File: src/rtl/neopixel_pkg.sv
// Shared constants and state type for the NeoPixel bit encoder (50 MHz timing).
package neopixel_pkg;

  localparam int unsigned WORD_BITS = 24;
  localparam int unsigned BIT_CYC   = 63;
  localparam int unsigned T0H_CYC   = 18;
  localparam int unsigned T1H_CYC   = 35;
  localparam int unsigned LATCH_CYC = 2500;

  typedef enum logic [1:0] {
    IDLE  = 2'd0,
    SEND  = 2'd1,
    LATCH = 2'd2
  } enc_state_t;

endpackage

File: src/rtl/neo_bit_timer.sv
// Free-running cycle counter with synchronous clear and a runtime terminal count;
// wraps to zero after the terminal cycle so consecutive intervals need no gap.
module neo_bit_timer #(
  parameter int unsigned WIDTH = 6
) (
  input  logic             clock,
  input  logic             reset,
  input  logic             clear,
  input  logic             enable,
  input  logic [WIDTH-1:0] term,
  output logic [WIDTH-1:0] count_next,
  output logic             at_term
);

  logic [WIDTH-1:0] count_reg;

  assign at_term = (count_reg == term);

  always_comb begin
    count_next = count_reg;
    if (clear) begin
      count_next = '0;
    end else if (enable) begin
      count_next = at_term ? '0 : count_reg + WIDTH'(1);
    end
  end

  always_ff @(posedge clock) begin
    if (reset) begin
      count_reg <= '0;
    end else begin
      count_reg <= count_next;
    end
  end

endmodule

File: src/rtl/neopixel_bit_encoder.sv
// Serialises GRB pixel words onto the single-wire NeoPixel line, MSB first,
// followed by the latch low interval once the frame ends or the source underruns.
module neopixel_bit_encoder #(
  parameter int unsigned WORD_BITS = neopixel_pkg::WORD_BITS,
  parameter int unsigned BIT_CYC   = neopixel_pkg::BIT_CYC,
  parameter int unsigned T0H_CYC   = neopixel_pkg::T0H_CYC,
  parameter int unsigned T1H_CYC   = neopixel_pkg::T1H_CYC,
  parameter int unsigned LATCH_CYC = neopixel_pkg::LATCH_CYC
) (
  input  logic                 clock,
  input  logic                 reset,
  input  logic [WORD_BITS-1:0] word_data,
  input  logic                 word_valid,
  input  logic                 word_last,
  output logic                 word_ready,
  output logic                 neo_data,
  output logic                 busy,
  output logic                 latch_done,
  output logic                 underrun
);
  import neopixel_pkg::*;

  localparam int unsigned BIT_W = $clog2(BIT_CYC);
  localparam int unsigned LAT_W = $clog2(LATCH_CYC + 1);
  localparam int unsigned CNT_W = (LAT_W > BIT_W) ? LAT_W : BIT_W;
  localparam int unsigned IDX_W = $clog2(WORD_BITS + 1);

  localparam logic [CNT_W-1:0] BIT_TERM   = CNT_W'(BIT_CYC - 1);
  localparam logic [CNT_W-1:0] LATCH_TERM = CNT_W'(LATCH_CYC - 1);
  localparam logic [CNT_W-1:0] T0H_VAL    = CNT_W'(T0H_CYC);
  localparam logic [CNT_W-1:0] T1H_VAL    = CNT_W'(T1H_CYC);
  localparam logic [IDX_W-1:0] LAST_IDX   = IDX_W'(WORD_BITS - 1);

  if (!(T0H_CYC < T1H_CYC && T1H_CYC < BIT_CYC && LATCH_CYC >= 1)) begin : g_bad_timing
    $error("neopixel_bit_encoder: need T0H_CYC < T1H_CYC < BIT_CYC and LATCH_CYC >= 1");
  end

  enc_state_t           state_reg, state_next;
  logic [WORD_BITS-1:0] shift_reg, shift_next;
  logic [IDX_W-1:0]     bit_idx_reg, bit_idx_next;
  logic                 last_reg, last_next;
  logic                 neo_data_reg, neo_data_next;
  logic                 busy_reg, busy_next;
  logic                 latch_done_reg, latch_done_next;
  logic                 underrun_reg, underrun_next;

  logic                 tmr_clear, tmr_en, tmr_at_term;
  logic [CNT_W-1:0]     tmr_term_val, tmr_count_next;

  // One counter serves both the bit slot and the latch interval.
  assign tmr_term_val = (state_reg == LATCH) ? LATCH_TERM : BIT_TERM;

  neo_bit_timer #(.WIDTH(CNT_W)) u_timer (
    .clock      (clock),
    .reset      (reset),
    .clear      (tmr_clear),
    .enable     (tmr_en),
    .term       (tmr_term_val),
    .count_next (tmr_count_next),
    .at_term    (tmr_at_term)
  );

  always_comb begin
    state_next      = state_reg;
    shift_next      = shift_reg;
    bit_idx_next    = bit_idx_reg;
    last_next       = last_reg;
    latch_done_next = 1'b0;
    underrun_next   = 1'b0;
    word_ready      = 1'b0;
    tmr_clear       = 1'b0;
    tmr_en          = 1'b0;

    unique case (state_reg)
      IDLE: begin
        word_ready = 1'b1;
        tmr_clear  = 1'b1;
        if (word_valid) begin
          shift_next   = word_data;
          bit_idx_next = '0;
          last_next    = word_last;
          state_next   = SEND;
        end
      end
      SEND: begin
        tmr_en = 1'b1;
        if (tmr_at_term) begin
          shift_next   = shift_reg << 1;
          bit_idx_next = bit_idx_reg + IDX_W'(1);
          if (bit_idx_reg == LAST_IDX) begin
            if (last_reg) begin
              state_next = LATCH;
            end else begin
              // Only window mid-frame where the next word can be taken without a gap.
              word_ready = 1'b1;
              if (word_valid) begin
                shift_next   = word_data;
                bit_idx_next = '0;
                last_next    = word_last;
              end else begin
                underrun_next = 1'b1;
                state_next    = LATCH;
              end
            end
          end
        end
      end
      LATCH: begin
        tmr_en = 1'b1;
        if (tmr_at_term) begin
          latch_done_next = 1'b1;
          state_next      = IDLE;
        end
      end
      default: state_next = IDLE;
    endcase

    // Line level is registered from next-state values so neo_data is glitch-free.
    neo_data_next = (state_next == SEND) &&
                    (tmr_count_next < (shift_next[WORD_BITS-1] ? T1H_VAL : T0H_VAL));
    busy_next     = (state_next != IDLE);
  end

  always_ff @(posedge clock) begin
    if (reset) begin
      state_reg      <= IDLE;
      shift_reg      <= '0;
      bit_idx_reg    <= '0;
      last_reg       <= 1'b0;
      neo_data_reg   <= 1'b0;
      busy_reg       <= 1'b0;
      latch_done_reg <= 1'b0;
      underrun_reg   <= 1'b0;
    end else begin
      state_reg      <= state_next;
      shift_reg      <= shift_next;
      bit_idx_reg    <= bit_idx_next;
      last_reg       <= last_next;
      neo_data_reg   <= neo_data_next;
      busy_reg       <= busy_next;
      latch_done_reg <= latch_done_next;
      underrun_reg   <= underrun_next;
    end
  end

  assign neo_data   = neo_data_reg;
  assign busy       = busy_reg;
  assign latch_done = latch_done_reg;
  assign underrun   = underrun_reg;

endmodule
File: config.mk
export PLATFORM = sky130hd
export DESIGN_NAME = neopixel_bit_encoder
export DESIGN_NICKNAME = d
export VERILOG_FILES = /design/src/rtl/neopixel_pkg.sv /design/src/rtl/neo_bit_timer.sv /design/src/rtl/neopixel_bit_encoder.sv
export SDC_FILE = /design/constraint.sdc
export NUM_CORES = 1
export LEC_CHECK = 0
export BUFFER_PORTS_ARGS = -buffer_cell sky130_fd_sc_hd__clkbuf_2
export CORE_MARGIN = 5
export CORE_UTILIZATION = 57
export DETAILED_ROUTE_END_ITERATION = 7
export PLACE_DENSITY = 0.79
export SLEW_MARGIN = 15
export SYNTH_ARGS = -nofsm -noshare
export SYNTH_HDL_FRONTEND = slang
export SYNTH_SLANG_ARGS = --single-unit
File: constraint.sdc
create_clock -name clock -period 3.3 [get_ports clock]
set_input_delay 0.66 -clock clock [delete_from_list [all_inputs] [get_ports clock]]
set_output_delay 0.66 -clock clock [all_outputs]
set_load 0.05 [all_outputs]
After elaboration in Yosys (flattened, before gate mapping)
Index checks and enable logic that the tools add are counted.
{"block": "classes", "addsub": 2, "magnitude_cmp": 1, "eq_ne": 8, "muxes": 38, "bitwise_logic": 4, "n_reduce_logical": 9}
{"cell": "$mux W24", "count": 5}
{"cell": "$mux W12", "count": 4}
{"cell": "$pmux W24 S2", "count": 1}
{"cell": "$mux W5", "count": 5}
{"cell": "$add A12 B1 Y12 const B", "count": 1}
{"cell": "$eq A12 B12 Y1", "count": 1}
{"cell": "$lt A12 B6 Y1", "count": 1}
{"cell": "$mux W1", "count": 12}
{"cell": "$mux W2", "count": 6}
{"cell": "$pmux W5 S2", "count": 1}
{"cell": "$mux W6", "count": 1}
{"cell": "$pmux W2 S3", "count": 1}
{"cell": "$add A5 B1 Y5 const B", "count": 1}
{"cell": "$eq A5 B5 Y1 const B", "count": 1}
{"cell": "$reduce_or A5 Y1", "count": 1}
{"cell": "$eq A2 B1 Y1 const B", "count": 2}
{"cell": "$ne A2 B2 Y1 const B", "count": 2}
{"cell": "$not A1 Y1", "count": 4}
{"cell": "$pmux W1 S2", "count": 2}
{"cell": "$reduce_and A4 Y1", "count": 1}
{"cell": "$reduce_bool A2 Y1", "count": 2}
{"cell": "$reduce_or A2 Y1", "count": 2}
{"cell": "$reduce_and A3 Y1", "count": 1}
{"cell": "$eq A2 B2 Y1 const B", "count": 1}
{"cell": "other kinds (3)", "count": 3}
{"block": "word_totals", "ff_bits": 48, "in_bits": 28, "out_inout_bits": 5}

Longest topological paths before layout
Gate-level depths: netlist (run 1).
{"block": "logic_depth", "word_depth": 8, "mapped_depth": 14, "mapped_depth_nobuf": 14}

By module
Synthesis (run 1) repeated with hierarchy kept, for this count alone.
{"block": "hier_totals", "hier_cells": 375, "hier_area_um2": 2976.6}
{"module": "neopixel_bit_encoder", "n_inst": 1, "cells_each": 275, "area_each_um2": 2145.8}
{"module": "neo_bit_timer", "n_inst": 1, "cells_each": 100, "area_each_um2": 830.8}

Worst setup path before layout (run 1)
No wires, ideal clock.
{"block": "synth_timing", "path_kind": "reg2reg", "start": "register state_reg[0]", "end": "register neo_data_reg, in the netlist neo_data", "arrival_ns": 2.948, "required_ns": 3.214, "setup_slack_ns": 0.267, "path_stages_with_launch": 14, "n_path_buf": 0, "synth_period_minus_slack_ns": 3.033, "path_cell_list": "dfxtp_1 inv_1 ha_1 or3_4 nor4_4 o21ai_2 o31ai_4 a211oi_1 ha_1 nand3b_1 a211oi_1 a221oi_1 o21ai_0 a211oi_1"}
{"block": "synth_between", "elab_chain_cells": 8, "word_cells_on_any_way": 24, "cone_classes": "order compare: 1; eq/ne: 4; mux: 16; reduce/logical: 3"}
{"element": "from (decl)", "line": "neopixel_bit_encoder.sv:38", "source": "enc_state_t state_reg, state_next;"}
{"element": "from (signal assigned)", "line": "neopixel_bit_encoder.sv:135", "source": "state_reg <= state_next;"}
{"element": "$eq A2 B2 Y1", "line": "neopixel_bit_encoder.sv:51, neopixel_bit_encoder.sv:74"}
{"element": "$mux W12", "line": "neopixel_bit_encoder.sv:51", "source": "assign tmr_term_val = (state_reg == LATCH) ? LATCH_TERM : BIT_TERM;"}
{"element": "$eq A12 B12 Y1", "line": "neo_bit_timer.sv:17", "source": "assign at_term = (count_reg == term);"}
{"element": "$mux W24 / $mux W12 (equally long branches)", "line": "neopixel_bit_encoder.sv:87, neo_bit_timer.sv:24"}
{"element": "$pmux W24 S2 / $mux W12 (equally long branches)", "line": "neopixel_bit_encoder.sv:74, neo_bit_timer.sv:23"}
{"element": "$mux W6 / $mux W12 (equally long branches)", "line": "neopixel_bit_encoder.sv:120, neo_bit_timer.sv:21"}
{"element": "$lt A12 B6 Y1", "line": "neopixel_bit_encoder.sv:120", "source": "(tmr_count_next < (shift_next[WORD_BITS-1] ? T1H_VAL : T0H_VAL));"}
{"element": "$logic_and A1 B1 Y1 *", "line": "neopixel_bit_encoder.sv:119", "source": "neo_data_next = (state_next == SEND) &&"}
{"element": "to (signal assigned)", "line": "neopixel_bit_encoder.sv:139", "source": "neo_data_reg <= neo_data_next;"}
{"element": "to (decl)", "line": "neopixel_bit_encoder.sv:42", "source": "logic neo_data_reg, neo_data_next;"}
Every way passes the cells marked *; elsewhere a longest branch is shown, timed or not. The select of a mux whose other input is x is not followed.
A chain may end at the register's enable or synchronous reset.

Worst setup path after layout (run 1)
{"block": "layout_timing", "start": "register state_reg[0]", "end": "output port word_ready"}
{"block": "layout_between", "elab_chain_cells": 5, "word_cells_on_any_way": 7, "cone_classes": "eq/ne: 3; mux: 3; reduce/logical: 1"}
{"element": "$eq A2 B2 Y1", "line": "neopixel_bit_encoder.sv:51"}
{"element": "$mux W12", "line": "neopixel_bit_encoder.sv:51"}
{"element": "$eq A12 B12 Y1", "line": "neo_bit_timer.sv:17"}
{"element": "$mux W1", "line": "neopixel_bit_encoder.sv:87", "source": "if (tmr_at_term) begin"}
{"element": "$pmux W1 S2 *", "line": "neopixel_bit_encoder.sv:74", "source": "unique case (state_reg)"}
{"element": "to (decl)", "line": "neopixel_bit_encoder.sv:15", "source": "output logic word_ready,"}
Every way passes the cells marked *; elsewhere a longest branch is shown, timed or not.

==> results of run 1 <==
-- final timing paths --
check	slack, ps	start	end	depth (start not counted)
max	200	state_reg[0]	word_ready	8
min	470	shift_reg[0]	shift_reg[0]	2
max reg2reg	210	state_reg[0]	neo_data	14
min reg2reg	470	shift_reg[0]	shift_reg[0]	2
-- cell type report --
| class | count | area [um2] |
|---|---|---|
| tap | 52 | 65.06 |
| timing repair buffer | 41 | 236.5 |
| fill | 367 | 1426 |
| sequential | 48 | 962.2 |
| clock buffer | 5 | 68.82 |
| multi-input combinational | 220 | 1483 |
| clock inverter | 2 | 60.06 |
| inverter | 6 | 22.52 |
-- Yosys cell counts, drive strengths merged (2+ instances only) --
cell	instances	area share, %
a21o	3	0.89
o21a	3	0.89
dfxtp	48	38
clkbuf	10	1.5
nand2b	4	0.99
nor4bb	2	0.79
buf	9	2.3
nand4	2	0.49
mux2i	2	0.79
o21ai	8	1.7
and3	3	0.74
a221oi	3	1.0
or2	2	0.49
xor2	5	1.7
a211oi	28	8.9
a22oi	22	6.5
nand3	11	2.2
a31oi	2	0.49
xnor2	11	3.8
nor2b	3	0.74
nand2	14	2.1
a21oi	7	1.4
nor4	2	1.7
nor3	4	0.79
or3	5	1.4
inv	6	0.89
nor2	51	7.5
ha	8	3.9
-- where the power goes --
part / total [mW] / internal (mW) / switching (mW)
combinational: 0.218 / 0.0853 / 0.133
clock: 0.490 / 0.298 / 0.192
sequential: 0.644 / 0.622 / 0.0224
-- through the flow --
step | instance area, um2 | instances
after floorplan | 2536 | 293
after global placement | 2729 | 365
after detailed placement | 2729 | 365
after CTS | 2895 | 374
after global routing | 2898 | 374
final | 2898 | 374
-- cells by family (layout without fill, tap and decap cells) --
family	after synthesis	count (layout)	share of synthesized area [%]
AOI/OAI and AO/OA	84	84	24.96
muxes	3	3	1.233
buffers and inverters	25	54	4.686
xor gates and xnor gates	16	16	5.525
adders and majority gates	8	8	3.947
DFF	48	48	37.89
and+or+nand+nor	109	109	21.76
-- critical path, cell delays in order (launching register included) --
cell                       delay, ps
sky130_fd_sc_hd__dfxtp_2         360
sky130_fd_sc_hd__inv_1            70
sky130_fd_sc_hd__ha_2            220
sky130_fd_sc_hd__or3_4           400
sky130_fd_sc_hd__nor4_4          240
sky130_fd_sc_hd__o21ai_4          90
sky130_fd_sc_hd__or4_1           490
sky130_fd_sc_hd__nand2b_1        100
sky130_fd_sc_hd__clkbuf_8        180
-- metal layers --
metal  routed length, um  GRT usage (%)  share of wire (%)  vias to the layer above
li1                    -              -                  -                     1131
met1                2691          27.22                 48                      986
met2                2545          28.27                 46                       55
met3                 247          4.684                4.4                        8
met4                  94          6.993                1.7                        0
met5                   0              0                  0                        -
-- timing repair --
item,in CTS,in global routing
gates resized for setup,5,1
endpoints found under the setup margin,1,2
pin swaps,2,3
endpoints found under the hold margin,0,0
setup buffers,2,0
==> run summary, run 1 <==
The run finished with clean final reports. The share of the clock period used by the worst path is 94.03%. The total standard cell area after synthesis is 0.002536 mm2. Setup repair after global routing left no endpoint under its margin.

The number of flip-flops under the largest register name was 24. The ratio of cells with drive above 1 in the final layout was 19.57%. Adding up every negative setup slack in the final design gives 0 ps. Count of state elements after synthesis: 48.

The pin count of the biggest net entering global routing is 51. At the worst endpoint, the required time is 2640 ps. The tools report the floorplan row count as 24. Critical setup path kind: flip-flop to primary output. The min-delay analysis places its worst path in the category flip-flop to flip-flop. The proportion of synthesized flip-flops having asynchronous set or reset was 0%; the number of primary I/O pins was 33.

The total of hold buffers inserted after clock tree synthesis was 0; the largest fanout on the critical path was 5. The number of global-route vias before repair was 2023; the average routed wire per standard cell was 14.91 um. The worst setup path is captured at a primary output.

The remaining antenna violation count after routing was 0; the number of endpoints with negative hold slack in the final report was 0. Worst clock skew: 5.378 ps. In this run, CTS created clock tree buffers numbering 5.

The total clock sinks is 48, and the signed area change from the synthesized netlist to the final layout is 14.26%. Port buffer count: 32. Counting flops with a built-in enable in the synthesized netlist gives 0.

The width of the chip was 76.71 um. Setup violations remaining at the end of the flow were counted as 0. At the placement stage, the worst setup path has a slack of 69.79 ps.

CTS built an H-tree with a depth of 2. The commonest register cell after synthesis is sky130_fd_sc_hd__dfxtp_1. In this run the vertical extent of the chip is 76.71 um.

The tools report the initial core utilization as 58.65%. The tools report the number of antenna violations at the first check in global routing as 0. The sequential cell area fraction in the yosys report came out at 37.89%.

The first detailed-routing pass ran for 4 iterations. Power spread over the standard cell area amounts to 466.7 mW/mm2. The number of slew-limit violations in the final report is 0. Measured against its own limit, the worst slew margin works out to 62.44%. The synthesized netlist contains 48 unique library cells. At the pin with the least slew margin, the transition time is 549.2 ps.

TritonCTS built the clock tree. Hold is met by 471.5 ps. Once detailed placement completed, the half-perimeter wirelength came to 3794 um.

The startpoint kind of the worst setup timing path was a flip-flop. The total power after layout is 1.352 mW, and the number of nets at the end of the flow is 358. In this run the standard cell core region covers 0.004324 mm2. The average via count per standard cell works out to 5.829. The worst path meets setup with 196.9 ps of slack. Data on the critical path arrives at its endpoint at 2440 ps. After detailed routing, the total wire length is 5578 um.

0 antenna diodes ended up in the layout. A synthesized cell averages 8.656 um2. The library cell used most frequently in the layout, excluding fill and tap cells, is sky130_fd_sc_hd__nor2_1. After clock tree synthesis, the clock-pin slew on the worst setup and hold paths is 90 ps.

In the layout the commonest cells are sky130_fd_sc_hd__nor2_1, sky130_fd_sc_hd__dfxtp_1, sky130_fd_sc_hd__clkbuf_2. The Yosys step of the flow raised 0 warnings. The global-route wire length before repair was 9480 um. After technology mapping, the gate count stands at 293.

The tools report the aggregate global routing overflow as 0. The tools report the worst supply voltage drop on vdd as 0.2538 mV. The tools report the top achievable clock speed as 322.3 MHz. The logs give 290 ps for the clock latency on the worst-skew pair and 0.8282 for the routability-driven placement congestion ratio. The analysis attributes to cell leakage a power of 1.052 nW. Measured on the finished design, the core utilization comes to 67.01%. The first routing iteration left 303 violations.

The run gives 0 as the reported max-cap violation count. The tree is rooted in a sky130_fd_sc_hd__clkbuf_8. For this block, the via count after detailed routing is 2180. The floorplan step defined a die boundary enclosing 0.005884 mm2. No sink is reached through more buffers than the 2 on the longest clock path. The logs give 329 for the synthesized netlist net count and 0 for the number of remaining DRC errors.

The final period demand of the worst path came out at 3103 ps. Global routing consumed, over all layers together, 19.25% of the routing resources.
Note: power is estimated with default switching activity, not from simulation.
==> run 2: changes to the inputs <==
Settings changed: CORE_UTILIZATION 57 to 62, PLACE_DENSITY 0.79 to 0.85.
Clock period 3.3 ns to 3.63 ns, I/O delays scaled along.
==> run 2 against run 1 <==
Flip-flop and latch count did not move. Final cell count fell by 1.9%. Clock power fell by 20%. Critical endpoint unchanged.
==> run summary, run 2 (same netlist as run 1, synthesis figures left out) <==
The run finished with clean final reports. In the final layout, the share of cells above drive strength 1 is 17.98%. The clock drives 48 sinks. Before CTS, the worst setup slack after placement is 232.6 ps. The power density over cell area was 416.0 mW/mm2; the reported net switching power was 329.6 uW.

The number of remaining DRC errors came out at 0. TritonCTS built the clock tree. First-pass iteration count of the detailed router: 4.

The cell with the biggest individual delay on the critical path was sky130_fd_sc_hd__or4_1. The tools report the total number of vias as 2246. The register with the most flip-flops in the layout has 24 of them.

Setup repair after global routing could not meet its margin everywhere. The run gives 0 as the remaining antenna violation count after routing. For the total of hold buffers inserted after clock tree synthesis, the log shows 0.

STA puts the critical path data required time at 2900 ps. Setup violations remaining at the end of the flow were counted as 0. CTS placed an instance of sky130_fd_sc_hd__clkbuf_8 at the clock tree root. The vertical die dimension is 73.96 um, and the cell count after placement is 359.

Hold timing on the final database bottoms out at a slack of 493.0 ps. The smallest clock period supported by the final layout is computed as 3542 ps. Measured against its own limit, the worst slew margin works out to 45.83%.

After clock tree synthesis, the setup repair step added 0 buffers. The static power due to leakage is 1.016 nW, and the width of the chip is 73.96 um. Based on the critical path, the design can be clocked at up to 282.3 MHz. The tools report the startpoint kind of the worst setup timing path as a flip-flop. Number of antenna violations at the first check in global routing: 0. The top cell types in the final layout, fill and taps aside, are sky130_fd_sc_hd__nor2_1, sky130_fd_sc_hd__dfxtp_1, sky130_fd_sc_hd__clkbuf_2. The number of buffer and inverter stages on the critical path came out at 2. After floorplanning, the core was divided into 23 placement rows. The number of primary I/O pins is 33, and the post-layout instance count excluding filler cells is 367. Critical setup path kind: flip-flop to primary output. Gates resized during post-CTS repair numbered 0. The worst clock skew is 11.21 ps, and the number of endpoints with negative hold slack in the final report is 0. The run gives 5554 um as the final wirelength. The signal on the critical path passes through inv_1, ha_1, or3_4, nor4_4, o21ai_4, or4_1, nand2b_1, clkbuf_4.

The tools report the combinational share of power as 17.1%. The clock network burns 33.2% of the power. The reported max-cap violation count was 0. The tools report the aggregate global routing overflow as 0.

Routability-driven placement finished with a final weighted congestion of 0.9518. Sequential cells account for 49.7% of the total power. Clock-pin slew was measured on the worst setup and hold paths at 100 ps.

The worst setup path is captured at a primary output. Final design utilization: 71.52%. The number of global-route vias before repair was 2024; the largest fanout on the critical path was 10. For the pin with the worst max-slew slack, the measured transition is 812.6 ps.

The largest buffer count on any clock path is 2, and the signed area change from the synthesized netlist to the final layout is 11.99%. CTS built an H-tree with a depth of 2. The library cell used most frequently in the layout, excluding fill and tap cells, is sky130_fd_sc_hd__nor2_1. For the pin count of the biggest net entering global routing, the log shows 34.

The worst path uses 97.58% of the clock period. The run gives 300 ps as the clock latency on the worst-skew pair. For the DRC violation total after the first TritonRoute iteration, the log shows 215. The first global-routing pass estimated 9273 um of wire. The region available for standard cell placement spans 0.003971 mm2. The run gives 2820 ps as the data arrival time at the worst-slack endpoint.

Once the floorplan was initialized, standard cells occupied 63.86% of the core. The tools report the final-layout fill cell count as 316. Summing all multi-input logic gate instances after layout gives 0.001481 mm2. The clock buffer count from CTS was 5; the sequential cell area was 960.9 um2.

For the detailed placement HPWL, the log shows 3861 um. The switching fraction of total power was 27.90%; the total power after layout was 1.182 mW. The tools report the number of antenna diodes as 0. The worst-case IR drop observed on VDD is 0.2702 mV. The internal power of the cells totals 851.9 uW. The tools report the total global routing track utilization as 21.62%.

The number of slew-limit violations in the final report was 0; the average routed wire per standard cell was 15.13 um. The average via count per standard cell is 6.120. The port buffer count was 32.

The largest delay contributor family on the critical path was simple AND/OR/NAND/NOR gates. The number of nets at the end of the flow is 352, and the critical path's largest stage delay is 520 ps. In the post-route analysis, the smallest setup slack over all paths is 87.97 ps.

The tools report the floorplan die area as 0.005469 mm2. The worst hold path belongs to the class flip-flop to flip-flop.
[run 2: cell types whose count changed in the layout (fill, tap and decap cells not counted), sizes merged]
cell / previous run / this run
bufinv: 2 / 1
inv: 6 / 7
clkinvlp: 0 / 1
buf: 9 / 3
[run 2: layer usage]
metal / share of wire, % / up-vias / routed length [um] / track usage (%)
met5: 0 / - / 0 / 0
met4: 1.7 / 0 / 92 / 8.451
met3: 5.8 / 7 / 323 / 5.676
met2: 46 / 72 / 2577 / 33.66
met1: 46 / 1053 / 2560 / 28.68
li1: - / 1114 / - / -
[run 2: worst paths after layout]
path / from / endpoint / slack, ps / depth (start not counted)
max: state_reg[0] / word_ready / 90 / 8
min: shift_reg[0] / shift_reg[0] / 490 / 2
max reg2reg: state_reg[0] / neo_data / 290 / 14
min reg2reg: shift_reg[0] / shift_reg[0] / 490 / 2
[run 2: stage by stage]
| stage | TNS [ps] | instance area, um2 |
|---|---|---|
| 2_1_floorplan | 0 | 2536 |
| 3_3_place_gp | 0 | 2709 |
| 3_5_place_dp | 0 | 2709 |
| 4_1_cts | 0 | 2824 |
| 5_1_grt | -7.717 | 2840 |
| 6_report | 0 | 2840 |
[run 2: worst min-delay path, cell delays in order, from the launching register on]
cell and delay, ps:
sky130_fd_sc_hd__dfxtp_1 320, sky130_fd_sc_hd__nand2b_1 80, sky130_fd_sc_hd__a21oi_1 60
[run 2: layout make-up]
class | count | share of cell area, %
repair buffers | 35 | 6.960
flip-flops and latches | 48 | 33.83
inverters | 6 | 0.7930
clock buffers | 5 | 2.423
clock inverters | 3 | 1.630
multi-input cells | 220 | 52.16
well taps | 50 | 2.203
[run 2: power groups by stage]
stage	Sequential, mW	Combinational, mW	Clock (mW)
global placement	0.598	0.192	0
global route	0.591	0.224	0.422
finish	0.588	0.201	0.393
detailed placement	0.599	0.198	0
CTS	0.587	0.199	0.402
floorplan	0.602	0.141	0
